**src/rtl/ram_param.sv**
```systemverilog
// rtl/ram_param.sv - parametrised synchronous RAM with reset clear sweep and registered read port
// Optional per-word even parity with error injection is enabled by defining RAM_PARITY_EN.
module ram_param #(
  parameter int WIDTH  = 8,
  parameter int AWIDTH = 4
) (
  input  logic              clk,
  input  logic              rst,
  input  logic              cs,
  input  logic              wa,
  input  logic              oa,
  input  logic [AWIDTH-1:0] addr,
  input  logic [WIDTH-1:0]  din,
  output logic [WIDTH-1:0]  dout,
  output logic              dvalid,
`ifdef RAM_PARITY_EN
  output logic              perr,
  input  logic              pinj,
`endif
  output logic              busy
);

  localparam int DEPTH = 1 << AWIDTH;
  localparam logic [AWIDTH-1:0] LAST_ADDR = AWIDTH'(DEPTH - 1);

  localparam logic S_CLEAR = 1'b0;
  localparam logic S_IDLE  = 1'b1;

  logic              r_state;
  logic [AWIDTH-1:0] r_ptr;
  logic [WIDTH-1:0]  r_mem [DEPTH];
  logic [WIDTH-1:0]  r_dout;
  logic              r_dvalid;
  logic              r_busy;

  logic              w_clearing;
  logic              w_mem_we;
  logic [AWIDTH-1:0] w_mem_addr;
  logic [WIDTH-1:0]  w_mem_wdata;

  // The sweep owns the write port while clearing; user commands only reach it in IDLE.
  assign w_clearing  = (r_state == S_CLEAR);
  assign w_mem_we    = !rst && (w_clearing || (cs && wa));
  assign w_mem_addr  = w_clearing ? r_ptr : addr;
  assign w_mem_wdata = w_clearing ? '0 : din;

  always_ff @(posedge clk) begin
    if (w_mem_we) begin
      r_mem[w_mem_addr] <= w_mem_wdata;
    end
  end

`ifdef RAM_PARITY_EN
  logic [DEPTH-1:0] r_par;
  logic             r_perr;
  logic             w_par_wdata;
  logic             w_rd_par_err;

  assign w_par_wdata  = w_clearing ? 1'b0 : ((^din) ^ pinj);
  assign w_rd_par_err = r_par[addr] ^ (^r_mem[addr]);

  always_ff @(posedge clk) begin
    if (w_mem_we) begin
      r_par[w_mem_addr] <= w_par_wdata;
    end
  end

  always_ff @(posedge clk) begin
    if (rst || w_clearing) begin
      r_perr <= 1'b0;
    end else begin
      r_perr <= cs && oa && !wa && w_rd_par_err;
    end
  end

  assign perr = r_perr;
`endif

  always_ff @(posedge clk) begin
    if (rst) begin
      r_state  <= S_CLEAR;
      r_ptr    <= '0;
      r_dout   <= '0;
      r_dvalid <= 1'b0;
      r_busy   <= 1'b1;
    end else if (r_state == S_CLEAR) begin
      r_ptr    <= r_ptr + 1'b1;
      r_dvalid <= 1'b0;
      if (r_ptr == LAST_ADDR) begin
        r_state <= S_IDLE;
        r_busy  <= 1'b0;
      end
    end else begin
      r_dvalid <= cs && oa;
      if (cs && oa) begin
        r_dout <= wa ? din : r_mem[addr];
      end
    end
  end

  assign dout   = r_dout;
  assign dvalid = r_dvalid;
  assign busy   = r_busy;

endmodule

```
**config.mk**
```make
export PLATFORM = sky130hd
export DESIGN_NAME = ram_param
export DESIGN_NICKNAME = d
export VERILOG_FILES = /design/src/rtl/ram_param.sv
export SDC_FILE = /design/constraint.sdc
export NUM_CORES = 1
export LEC_CHECK = 0
export BUFFER_PORTS_ARGS = -buffer_cell sky130_fd_sc_hd__clkbuf_2
export CORE_MARGIN = 2
export CORE_UTILIZATION = 50
export DETAILED_ROUTE_END_ITERATION = 7
export PLACE_DENSITY = 0.67
export SYNTH_ARGS = -nofsm -noshare
export SYNTH_HDL_FRONTEND = slang
export SYNTH_SLANG_ARGS = --single-unit
```
**constraint.sdc**
```tcl
create_clock -name clk -period 2.3 [get_ports clk]
set_clock_uncertainty 0.2 [all_clocks]
set_input_delay 0.115 -clock clk [delete_from_list [all_inputs] [get_ports clk]]
set_output_delay 0.115 -clock clk [all_outputs]
set_load 0.01 [all_outputs]
```
==> results.json <==
{
  "synth-seq-area-share_pct": 71.0,
  "grt.busiest_layer": "met2",
  "diodes": 0,
  "crit_required_ps": 2430,
  "setup_tns_ps": 0,
  "syn_area_per_cell_um2": 18.4,
  "r2r-end": "dout[5]",
  "yosys.area.top_type": "edfxtp_1",
  "vdd_drop_max_mv": 0.565,
  "cp-end-kind": "flip-flop",
  "hold_path_class": "input port to flip-flop",
  "grt_max_degree": 36,
  "globalRouteMet3Util_pct": 7.24,
  "final_nets": 401,
  "fin_crit_sh_pct": 94.7,
  "root_buffer": "clkbuf_16",
  "layout_common_cells": "edfxtp_1, nor2_1, clkbuf_2, buf_4, mux4_1",
  "firstDrtPassIters": 5,
  "first_iter_violations": 453,
  "cts_buffers": 17,
  "grt_setup_unrepaired": "false",
  "clk_path_buf_depth": 2,
  "grt_pass1_wl_um": 19600,
  "async_flop_share_pct": 0,
  "rrSetupSlack_ps": 120,
  "drive_above_1_share_pct": 23.1,
  "cts.sinks": 143,
  "synth_top_flop_cell": "edfxtp_1",
  "areaGrowthSynthToFinish_pct": 18.4,
  "slew_viol_final": 0,
  "setup_viol": 0,
  "clock_latency_ps": 420,
  "min_from": "addr[1]",
  "whs_ps": 24.9,
  "wl_per_cell_um": 23.6,
  "synth.area.top_cells": "edfxtp_1, mux4_1, dfxtp_1, mux4_2, o211ai_1",
  "synth-edff-count": 128,
  "place.gp.congestion": 0.904,
  "dp_hpwl_um": 8150,
  "ys_warn_count": 0,
  "synthCells": 318,
  "clk_pin_slew_ps": 60,
  "track_usage_pct": 21.8,
  "grt_pass1_vias": 3220,
  "grt_overflow": 0,
  "finalHoldViolations": 0,
  "postCtsSetupRepairBufs": 0,
  "cts_tree": "done",
  "p_leak_nw": 2.52,
  "syn_area_um2": 5840,
  "ys_types": 32,
  "via_count": 3183,
  "cap_violations": 0,
  "startpoint": "r_state",
  "vias_per_cell": 5.93,
  "r2r_cells": 6,
  "gr-usage-met1_pct": 29.8,
  "antenna_left": 0,
  "die_width_um": 112,
  "dieArea_um2": 12600,
  "relSlewSlack_pct": 48.6,
  "synth-seq-cells": 143,
  "tightest_slew_ps": 771,
  "syn-num-nets": 336,
  "startpoint_type": "flip-flop",
  "use_met2_pct": 33.1,
  "coreArea_um2": 11400,
  "cp.arrival_ps": 2310,
  "fmax_ghz": 0.459,
  "hold_end": "dout[6]",
  "final_common_cell": "edfxtp_1",
  "die_h_um": 112,
  "crit_path_max_fanout": 18,
  "initial_core_util_pct": 51.1,
  "utilization_pct": 60.5,
  "r2r_start": "r_state",
  "synth_top_area_share_pct": 65.9,
  "rows": 39,
  "worstSetupPathType": "flip-flop to flip-flop",
  "drc": 0,
  "final.min_clock_period_ps": 2180,
  "pwr_density_cell_nw_per_um2": 816,
  "portBuffers": 26,
  "htree_levels": 4,
  "wl_um": 12600,
  "hold_depth": 4,
  "io_pins": 27,
  "grt_antenna_before_repair": 0,
  "status": "finished clean"
}
==> final cells by class <==
cell class / instances / area (um2)
Clock buffer: 17 / 425
Clock inverter: 13 / 125
Fill cell: 820 / 4510
Inverter: 1 / 3.75
Multi-Input combinational cell: 156 / 1580
Sequential cell: 143 / 4140
Tap cell: 143 / 179
Timing Repair Buffer: 64 / 455
==> worst max path at each step <==
stage,to,cells past startpoint
6_report,dout[5],6
5_1_grt,dout[5],6
4_1_cts,dout[5],6
3_5_place_dp,r_mem[6][4],6
3_3_place_gp,r_mem[5][2],6
2_1_floorplan,r_mem[10][0],7
==> kinds of logic after synthesis <==
logic type	after synthesis	synth area share, %
AOI/OAI and AO/OA	32	3.97
adders and majority gates	1	0.214
and+or+nand+nor	78	6.65
xor gates and xnor gates	3	0.450
muxes	42	15.6
buffers and inverters	19	2.12
DFF	143	71.0
==> Yosys cell counts (all sizes together) (6+ instances only) <==
cell type	instances
nor2	28
mux2i	10
mux4	32
nand3	11
nand2b	8
buf	12
a21o	9
nand2	15
dfxtp	15
edfxtp	128
and2	8
clkbuf	6
o211ai	16
==> stage by stage <==
step	power [W]	area (um2)	std cells	setup slack, ps
global route	0.00580	6910	537	8.69
finish	0.00564	6910	537	122
global placement	0.00312	6240	496	370
floorplan	0.00304	5840	318	289
CTS	0.00566	6900	537	1.31
detailed placement	0.00312	6240	496	359
==> routing by layer <==
layer,vias to the layer above,routed length (um)
met5,-,0
met4,0,231
met3,18,962
met2,135,6130
met1,1616,5330
li1,1414,-
==> power breakdown <==
group / leakage, nW / internal, W / total [W] / switching, W
Combinational: 0.884 / 0.000111 / 0.000243 / 0.000132
Sequential: 1.38 / 0.00283 / 0.00284 / 0.0000141
Clock: 0.259 / 0.00156 / 0.00256 / 0.000995
Total: 2.52 / 0.00450 / 0.00564 / 0.00114
==> registers in the layout, indices dropped and copies added (netlist names) <==
register  flops
busy          1
dout          8
dvalid        1
r_mem       128
r_ptr         4
r_state       1
==> critical path, stage by stage, from the launching register on <==
cell	delay (ps)
dfxtp_1	370
buf_4	230
nand3_4	160
dlygate4sd3_1	600
nor2_1	150
nand2_2	160
o211ai_1	230
==> timing repair <==
action,in CTS,in global routing
resized for setup,0,2
endpoints found under the setup margin,0,8
hold buffers,11,0
endpoints found under the hold margin,15,0
(Power assumes the default switching activity.)
